[config.mk]
export PLATFORM = sky130hd
export DESIGN_NAME = feature_sum_accum
export DESIGN_NICKNAME = d
export VERILOG_FILES = /design/src/rtl/feature_sum_accum.sv
export SDC_FILE = /design/constraint.sdc
export NUM_CORES = 1
export LEC_CHECK = 0
export ABC_AREA = 1
export BUFFER_PORTS_ARGS = -buffer_cell sky130_fd_sc_hd__buf_2
export CORE_MARGIN = 3
export CORE_UTILIZATION = 32
export CTS_CLUSTER_SIZE = 16
export DETAILED_ROUTE_END_ITERATION = 10
export PLACE_DENSITY = 0.46
export SETUP_SLACK_MARGIN = 0.3
export SYNTH_ARGS = -nofsm -noshare
export SYNTH_HDL_FRONTEND = slang
export SYNTH_SLANG_ARGS = --single-unit
[constraint.sdc]
create_clock -name clk -period 7 [get_ports clk]
set_clock_uncertainty 0.15 [all_clocks]
set_input_delay 0.7 -clock clk [delete_from_list [all_inputs] [get_ports clk]]
set_output_delay 0.7 -clock clk [all_outputs]
set_load 0.1 [all_outputs]
[src/rtl/feature_sum_accum.sv]
`default_nettype none
// =============================================================================
// Module      : feature_sum_accum
// Description : Integral-image corner reader and weighted rect-sum accumulator
//               producing one signed feature sum per feature.
// Revision    : 1.0
// =============================================================================
module feature_sum_accum #(
  parameter int W_ADDR   = 10,
  parameter int W_II     = 18,
  parameter int W_WEIGHT = 8,
  parameter int W_FEAT   = W_II + W_WEIGHT + 3
) (
  input  logic                       clk,
  input  logic                       rst,
  input  logic                       addr_valid,
  output logic                       addr_ready,
  input  logic [W_ADDR-1:0]          addr_data,
  input  logic [1:0]                 addr_eot,
  input  logic                       wght_valid,
  output logic                       wght_ready,
  input  logic signed [W_WEIGHT-1:0] wght_data,
  output logic                       mem_en,
  output logic [W_ADDR-1:0]          mem_addr,
  input  logic [W_II-1:0]            mem_rdata,
  output logic                       feat_valid,
  input  logic                       feat_ready,
  output logic signed [W_FEAT-1:0]   feat_data,
  output logic                       err
);

  localparam int W_RECT = W_II + 2;
  localparam int W_PROD = W_RECT + W_WEIGHT;

  logic                       addr_hs;
  logic                       feat_hs;
  logic                       busy_eff;
  logic                       rect_close;
  logic                       feat_close;

  logic [1:0]                 corner_q, corner_d;
  logic [1:0]                 rect_cnt_q, rect_cnt_d;
  logic signed [W_WEIGHT-1:0] weight_q, weight_d;
  logic                       busy_q, busy_d;
  logic                       err_q, err_d;

  logic                       rd_vld_q, rd_vld_d;
  logic                       rd_neg_q, rd_neg_d;
  logic                       rd_last_q, rd_last_d;
  logic                       rd_feat_q, rd_feat_d;
  logic signed [W_RECT-1:0]   rect_acc_q, rect_acc_d;

  logic                       sum_vld_q, sum_vld_d;
  logic                       sum_feat_q, sum_feat_d;
  logic signed [W_RECT-1:0]   rect_sum_q, rect_sum_d;
  logic signed [W_WEIGHT-1:0] rect_wght_q, rect_wght_d;

  logic signed [W_FEAT-1:0]   feat_acc_q, feat_acc_d;
  logic signed [W_FEAT-1:0]   feat_data_q, feat_data_d;
  logic                       feat_valid_q, feat_valid_d;

  logic signed [W_RECT-1:0]   rdata_ext;
  logic signed [W_RECT-1:0]   rect_next;
  logic signed [W_PROD-1:0]   prod;
  logic signed [W_FEAT-1:0]   feat_next;

  // Releasing busy on the output handshake lets a new corner be taken in that same cycle.
  assign feat_hs    = feat_valid_q && feat_ready;
  assign busy_eff   = busy_q && !feat_hs;
  assign addr_ready = rst && !busy_eff && ((corner_q != 2'd0) || wght_valid);
  assign addr_hs    = addr_valid && addr_ready;
  assign wght_ready = addr_hs && (corner_q == 2'd0);
  assign mem_en     = addr_hs;
  assign mem_addr   = addr_hs ? addr_data : '0;

  // A feature end without a rect end still closes the rect so the feature cannot stall.
  assign rect_close = addr_hs && (addr_eot[0] || addr_eot[1]);
  assign feat_close = addr_hs && addr_eot[1];

  assign rdata_ext  = $signed({2'b00, mem_rdata});
  assign rect_next  = rd_neg_q ? (rect_acc_q - rdata_ext) : (rect_acc_q + rdata_ext);
  assign prod       = rect_sum_q * rect_wght_q;
  assign feat_next  = feat_acc_q + W_FEAT'(prod);

  assign feat_valid = feat_valid_q;
  assign feat_data  = feat_data_q;
  assign err        = err_q;

  always_comb begin
    corner_d   = corner_q;
    rect_cnt_d = rect_cnt_q;
    weight_d   = weight_q;
    busy_d     = busy_q;
    err_d      = err_q;

    if (addr_hs) begin
      if (corner_q == 2'd0) begin
        weight_d = wght_data;
      end
      if (rect_close) begin
        corner_d = 2'd0;
        if ((corner_q != 2'd3) || !addr_eot[0]) begin
          err_d = 1'b1;
        end
        if (rect_cnt_q == 2'd3) begin
          err_d = 1'b1;
        end
        if (feat_close) begin
          rect_cnt_d = 2'd0;
        end else if (rect_cnt_q != 2'd3) begin
          rect_cnt_d = rect_cnt_q + 2'd1;
        end
      end else begin
        corner_d = corner_q + 2'd1;
        if (corner_q == 2'd3) begin
          err_d = 1'b1;
        end
      end
    end

    if (feat_close) begin
      busy_d = 1'b1;
    end else if (feat_hs) begin
      busy_d = 1'b0;
    end
  end

  // Corners 1 and 2 are subtracted: sign pattern + - - +.
  always_comb begin
    rd_vld_d    = addr_hs;
    rd_neg_d    = corner_q[0] ^ corner_q[1];
    rd_last_d   = rect_close;
    rd_feat_d   = feat_close;
    rect_acc_d  = rect_acc_q;
    rect_sum_d  = rect_sum_q;
    rect_wght_d = rect_wght_q;
    sum_vld_d   = rd_vld_q && rd_last_q;
    sum_feat_d  = rd_feat_q;

    if (rd_vld_q) begin
      if (rd_last_q) begin
        rect_sum_d  = rect_next;
        rect_wght_d = weight_q;
        rect_acc_d  = '0;
      end else begin
        rect_acc_d  = rect_next;
      end
    end
  end

  always_comb begin
    feat_acc_d   = feat_acc_q;
    feat_data_d  = feat_data_q;
    feat_valid_d = feat_valid_q;

    if (feat_hs) begin
      feat_valid_d = 1'b0;
    end
    if (sum_vld_q) begin
      if (sum_feat_q) begin
        feat_data_d  = feat_next;
        feat_valid_d = 1'b1;
        feat_acc_d   = '0;
      end else begin
        feat_acc_d   = feat_next;
      end
    end
  end

  always_ff @(posedge clk or negedge rst) begin
    if (!rst) begin
      corner_q     <= '0;
      rect_cnt_q   <= '0;
      weight_q     <= '0;
      busy_q       <= 1'b0;
      err_q        <= 1'b0;
      rd_vld_q     <= 1'b0;
      rd_neg_q     <= 1'b0;
      rd_last_q    <= 1'b0;
      rd_feat_q    <= 1'b0;
      rect_acc_q   <= '0;
      sum_vld_q    <= 1'b0;
      sum_feat_q   <= 1'b0;
      rect_sum_q   <= '0;
      rect_wght_q  <= '0;
      feat_acc_q   <= '0;
      feat_data_q  <= '0;
      feat_valid_q <= 1'b0;
    end else begin
      corner_q     <= corner_d;
      rect_cnt_q   <= rect_cnt_d;
      weight_q     <= weight_d;
      busy_q       <= busy_d;
      err_q        <= err_d;
      rd_vld_q     <= rd_vld_d;
      rd_neg_q     <= rd_neg_d;
      rd_last_q    <= rd_last_d;
      rd_feat_q    <= rd_feat_d;
      rect_acc_q   <= rect_acc_d;
      sum_vld_q    <= sum_vld_d;
      sum_feat_q   <= sum_feat_d;
      rect_sum_q   <= rect_sum_d;
      rect_wght_q  <= rect_wght_d;
      feat_acc_q   <= feat_acc_d;
      feat_data_q  <= feat_data_d;
      feat_valid_q <= feat_valid_d;
    end
  end

endmodule
`default_nettype wire

======== After elaboration in Yosys (flattened, before gate mapping) ========
Index checks and enable logic that the tools add are counted.
storage, ports and cells
  output and inout bits ................... 44
  flip-flop bits (word level) ............. 127
cells by class
  bitwise operators ....................... 1
  multiply operators ...................... 1
  mux-type cells .......................... 16
  eq/ne operators ......................... 5
  reduce and logical (&&, ||, !) cells .... 25
  add/subtract/negate cells ............... 5
operator list
  cell                 number
  $mux 20              2
  $add 29x28->29       1
  $mux 29              1
  $mul 20x8->28        1
  $add 20x19->20       1
  $sub 20x19->20       1
  $mux 10              1
  $logic_and 1x1->1    9
  $mux 1               9
  $reduce_bool 2->1    4
  $mux 2               3
  $reduce_and 2->1     3
  $reduce_and 3->1     2
  $add 2x1->2 const B  2
  $eq 2x2->1 const B   2
  $ne 2x2->1 const B   2
  $logic_not 1->1      3
  $logic_or 1x1->1     3
  $ne 3x1->1 const B   1
  $logic_not 2->1      1
  $xor 1x1->1          1

======== Logic depth before layout (Yosys ltp) ========
  depth in word-level cells ............... 10
  mapped depth ............................ 23
  gate-level depth less buffers ........... 22

======== Worst setup path after synthesis ========
No wires, ideal clock.
  kind .................................... register to register
  start point ............................. register rect_wght_q[0]
  end point ............................... register feat_data_q[27] (netlist: feat_data[27])
  setup slack ............................. 2281 ps
  path buffers ............................ 1
  cell stages (with the launch flop) ...... 21
  data arrival time ....................... 4449 ps
  library setup time ...................... 120 ps
  clock period less this slack ............ 4719 ps
  cell sequence ........................... dfrtp_1 clkbuf_1 nand2_1 inv_1 fa_1 fa_1 inv_1 fa_1 inv_1 fa_1 ha_1 ha_1 nand2_1 nor2_1 nand2_1 nor2_1 nand2_1 nand3_1 nand2_1 nand3_1 nand2_1
on the way
  cells in the longest elaborated chain, start to end .. 2
ends and longest elaborated chain
  item                      RTL line  source
  start: declaration        56        logic signed [W_WEIGHT-1:0] rect_wght_q, rect_wght_d;
  start signal: assignment  203       rect_wght_q <= rect_wght_d;
  $mul 20x8->28             82        assign prod = rect_sum_q * rect_wght_q;
  $add 29x28->29            83        assign feat_next = feat_acc_q + W_FEAT'(prod);
  end signal: assignment    205       feat_data_q <= feat_data_d;
  end: declaration          59        logic signed [W_FEAT-1:0] feat_data_q, feat_data_d;
No other way between the ends.
A chain may end at the register's enable or synchronous reset.

======== Final worst setup path ========
  start point ............................. register rect_wght_q[0]
  end point ............................... register feat_data_q[21] (netlist: feat_data[21])
The elaborated chain is that of the path after synthesis.

==> results by stage <==
Outcome:
- The run finished with clean final reports.

Clock network:
- The number of gates resized after CTS was 0.
- The number of post-CTS setup repair buffers is 0.
- The clock sink total is 127.
- The clock transition at the registers of the reported paths is 0.06 ns.
- The tree is rooted in a sky130_fd_sc_hd__clkbuf_16.
- The level count of the clock H-tree is 4.
- TritonCTS created 17 clock buffers.
- In this run the deepest clock path goes through 2 buffers.
- The number of hold buffers added after CTS was 0.
- TritonCTS built the clock tree.
- The source-to-sink clock delay at the later pin of the worst-skew pair is 0.45 ns.

Die:
- The floorplan step defined a die boundary enclosing 0.04499 mm^2.
- The area of the placeable core is 0.04139 mm^2.
- The initial core utilization is 32.84%.
- The width of the chip is 212.1 um.
- 87 I/O pins were placed.
- Measured along the y axis, the die boundary spans 212.1 um.
- The number of rows created at floorplan is 74.

Synthesis:
- During synthesis, Yosys emitted a total of 0 warnings.
- Synthesis inferred 127 register bits.
- The average cell area after synthesis is 7.594 um^2.
- The synthesized net count is 2080.
- The netlist uses 38 different library cells.
- The post-synthesis cell area is 0.01359 mm^2.
- Yosys mapped a number of flops with a built-in enable equal to 0.
- The predominant post-synthesis flop cell is sky130_fd_sc_hd__dfrtp_1.
- For this run, asynchronously set or reset flops after synthesis account for 100.0%.
- For this run, the register share of the synthesized area comes to 23.38%.
- Synthesis handed over a netlist of 1790 instances.

Routing:
- The first-pass iteration count of the detailed router is 5.
- The final layout contains routed wiring with a total length of 35.84 mm.
- The first routing iteration left 517 violations.
- The detail route stage leaves a number of antenna-violating nets equal to 0.
- Using the TritonRoute via totals, the vias-per-cell ratio works out to 4.526.
- The routed layout has 10810 vias.
- For this run, design rule violations remaining after detail routing come to 0.
- The wire length per cell is 15.01 um.

Timing:
- Setup repair after global routing left no endpoint under its margin.
- The worst path in the final design needs a cycle of 5.650 ns, including I/O delays and setup.
- The count of final setup violators is 0.
- The timing-limited maximum frequency is 177.0 MHz.
- The count of endpoints failing hold in the final timing report is 0.
- The share of the cycle needed by the critical path after routing is 80.71%.
- The number of pins with negative max-slew slack in the final report is 0.
- At the pin with the least slew margin, the transition time is 0.9971 ns.
- The total negative slack is 0 ns.
- The headroom to the max-slew limit is 33.46%.

Cells and area:
- The most common library cell in the layout ignoring fill and taps is sky130_fd_sc_hd__nand2_1.
- The register area is 0.003178 mm^2.
- The multi-input combinational cells in the finished layout cover a total of 0.008748 mm^2.
- The ratio of cells with drive above 1 in the final layout is 9.375%.
- The number of diodes is 0.
- The final layout contains 2133 nets.
- The number of fillers in the final layout is 4427.
- From synthesis to final layout, the design area changed by 11.20%.
- The top cell types in the final layout, fill and taps aside, are sky130_fd_sc_hd__nand2_1, sky130_fd_sc_hd__inv_1, sky130_fd_sc_hd__fa_1.

Critical path:
- The type of element capturing the critical path is a flop.
- In this run the critical register-to-register path is launched from rect_wght_q[0].
- The endpoint of the worst-slack reg-to-reg timing path is feat_data[21].
- The category of the critical setup timing path is flop to flop.
- The startpoint kind of the worst setup timing path is a flop.
- The length in cells of the worst reg-to-reg path is 17.
- The top fanout value on the critical path is 21.
- Data on the critical path is required at its endpoint by 7.17 ns.
- For flop-to-flop paths, the worst setup slack is 1.35 ns.
- The arrival time reported for the critical path endpoint is 5.82 ns.

Worst hold path:
- The worst hold path belongs to the class input port to async pin.

GRT:
- The global route total overflow is 0.
- The global-route wire length before repair is 59.64 mm.
- The maximum number of pins on one net before global-route repair is 72.
- The all-layer global routing usage is 16.87%.
- The number of antenna violations at the first check in global routing is 0.
- The via count of the first global-routing pass is 11260.

Placed design:
- The half-perimeter wire length after placement is 28.80 mm.
- The total of buffers placed on input and output ports is 86.
- The congestion estimate from routability-driven global placement came to 0.8817.

Flow run:
- The number of maximum-capacitance constraint violations is 0.
[synthesized netlist by cell type, drive strengths merged, types with 2 or more instances]
cell type | n | share of area [%]
nand2 | 547 | 15
nor3 | 3 | 0.18
o22ai | 11 | 0.51
nor2 | 111 | 3.5
clkbuf | 49 | 1.4
nand3 | 104 | 4.0
ha | 86 | 7.9
xnor2 | 15 | 0.97
inv | 381 | 11
or2 | 8 | 0.37
o31ai | 3 | 0.17
clkinv | 2 | 0.055
o211ai | 3 | 0.17
xor2 | 15 | 0.97
nand3b | 13 | 0.72
fa | 161 | 24
o21bai | 6 | 0.33
nand4 | 19 | 0.87
dfrtp | 127 | 23
buf | 8 | 0.33
o21ai | 73 | 2.7
a21oi | 40 | 1.6
[per-stage QoR]
step                      hold WS (ns)  setup slack (ns)  instance area (um^2)  std cells  utilization, %
after detailed placement        0.1855             1.331                 14500       2356           35.04
after global routing            0.1118            0.9347                 15120       2388           36.52
after global placement          0.1871             1.338                 14500       2356           35.04
final                          0.07980             1.350                 15120       2388           36.52
after CTS                      0.09215             1.314                 15120       2388           36.52
after floorplan                 0.1812             2.281                 13590       1790               -
[worst max-delay path by stage]
stage / from / end / slack, ns / cells past startpoint
final: rect_wght_q[0] / feat_data[21] / 1.35 / 17
after global routing: rect_wght_q[0] / feat_data[21] / 0.93 / 17
after CTS: rect_wght_q[0] / feat_data[21] / 1.31 / 17
after detailed placement: rect_wght_q[0] / feat_data[21] / 1.33 / 17
after global placement: rect_wght_q[0] / feat_acc_q[22] / 1.34 / 17
after floorplan: rect_wght_q[0] / feat_data[27] / 2.28 / 20
[cell type report]
class | count | share of cell area, %
clock buffers | 21 | 3.179
clock inverters | 11 | 0.8691
inverters | 383 | 9.511
multi-input cells | 1223 | 57.88
flip-flops and latches | 127 | 21.02
well taps | 532 | 4.404
repair buffers | 91 | 3.137
[metal layers]
metal	routed length, um	share of wire (%)	global-route usage [%]	vias to the layer above
met5	0	0	0	-
met4	578	1.6	4.157	0
met3	993	2.8	2.848	30
met2	16040	45	26.66	143
met1	18230	51	24.17	5150
li1	-	-	-	5485
[state kept, by name, summed over array words and instances (netlist names), 2 cells and up]
name and flops:
corner_q 2, rect_wght_q 8, feat_data 29, weight_q 8, feat_acc_q 29, rect_acc_q 20, rect_cnt_q 2, rect_sum_q 20
[cell families (layout without fill, tap and decap cells)]
logic type	count (synthesis)	count (layout)	synth area share [%]
simple gates	807	807	25.19
buf+inv	440	506	12.26
fa+ha+maj	247	247	31.63
compound gates	139	139	5.606
flops	127	127	23.38
xor+xnor	30	30	1.933
[critical path, stage by stage, from the launching register on]
cell                      delay [ns]
sky130_fd_sc_hd__dfrtp_1        0.79
sky130_fd_sc_hd__nand2_1        0.19
sky130_fd_sc_hd__inv_1          0.45
sky130_fd_sc_hd__fa_1           0.54
sky130_fd_sc_hd__fa_1           0.50
sky130_fd_sc_hd__fa_1           0.57
sky130_fd_sc_hd__fa_1           0.43
sky130_fd_sc_hd__ha_1           0.29
sky130_fd_sc_hd__ha_1           0.41
sky130_fd_sc_hd__nand2_1        0.14
sky130_fd_sc_hd__nor2_1         0.16
sky130_fd_sc_hd__inv_1          0.08
sky130_fd_sc_hd__nor2_2         0.18
sky130_fd_sc_hd__nand4_1        0.25
sky130_fd_sc_hd__nand3_1        0.14
sky130_fd_sc_hd__nand2_1        0.09
sky130_fd_sc_hd__nand3_1        0.11
sky130_fd_sc_hd__nand2_1        0.06
Power is left out: the tool's default activity adds up to more than one toggle a clock period on the data nets, which glitch-free logic cannot reach.
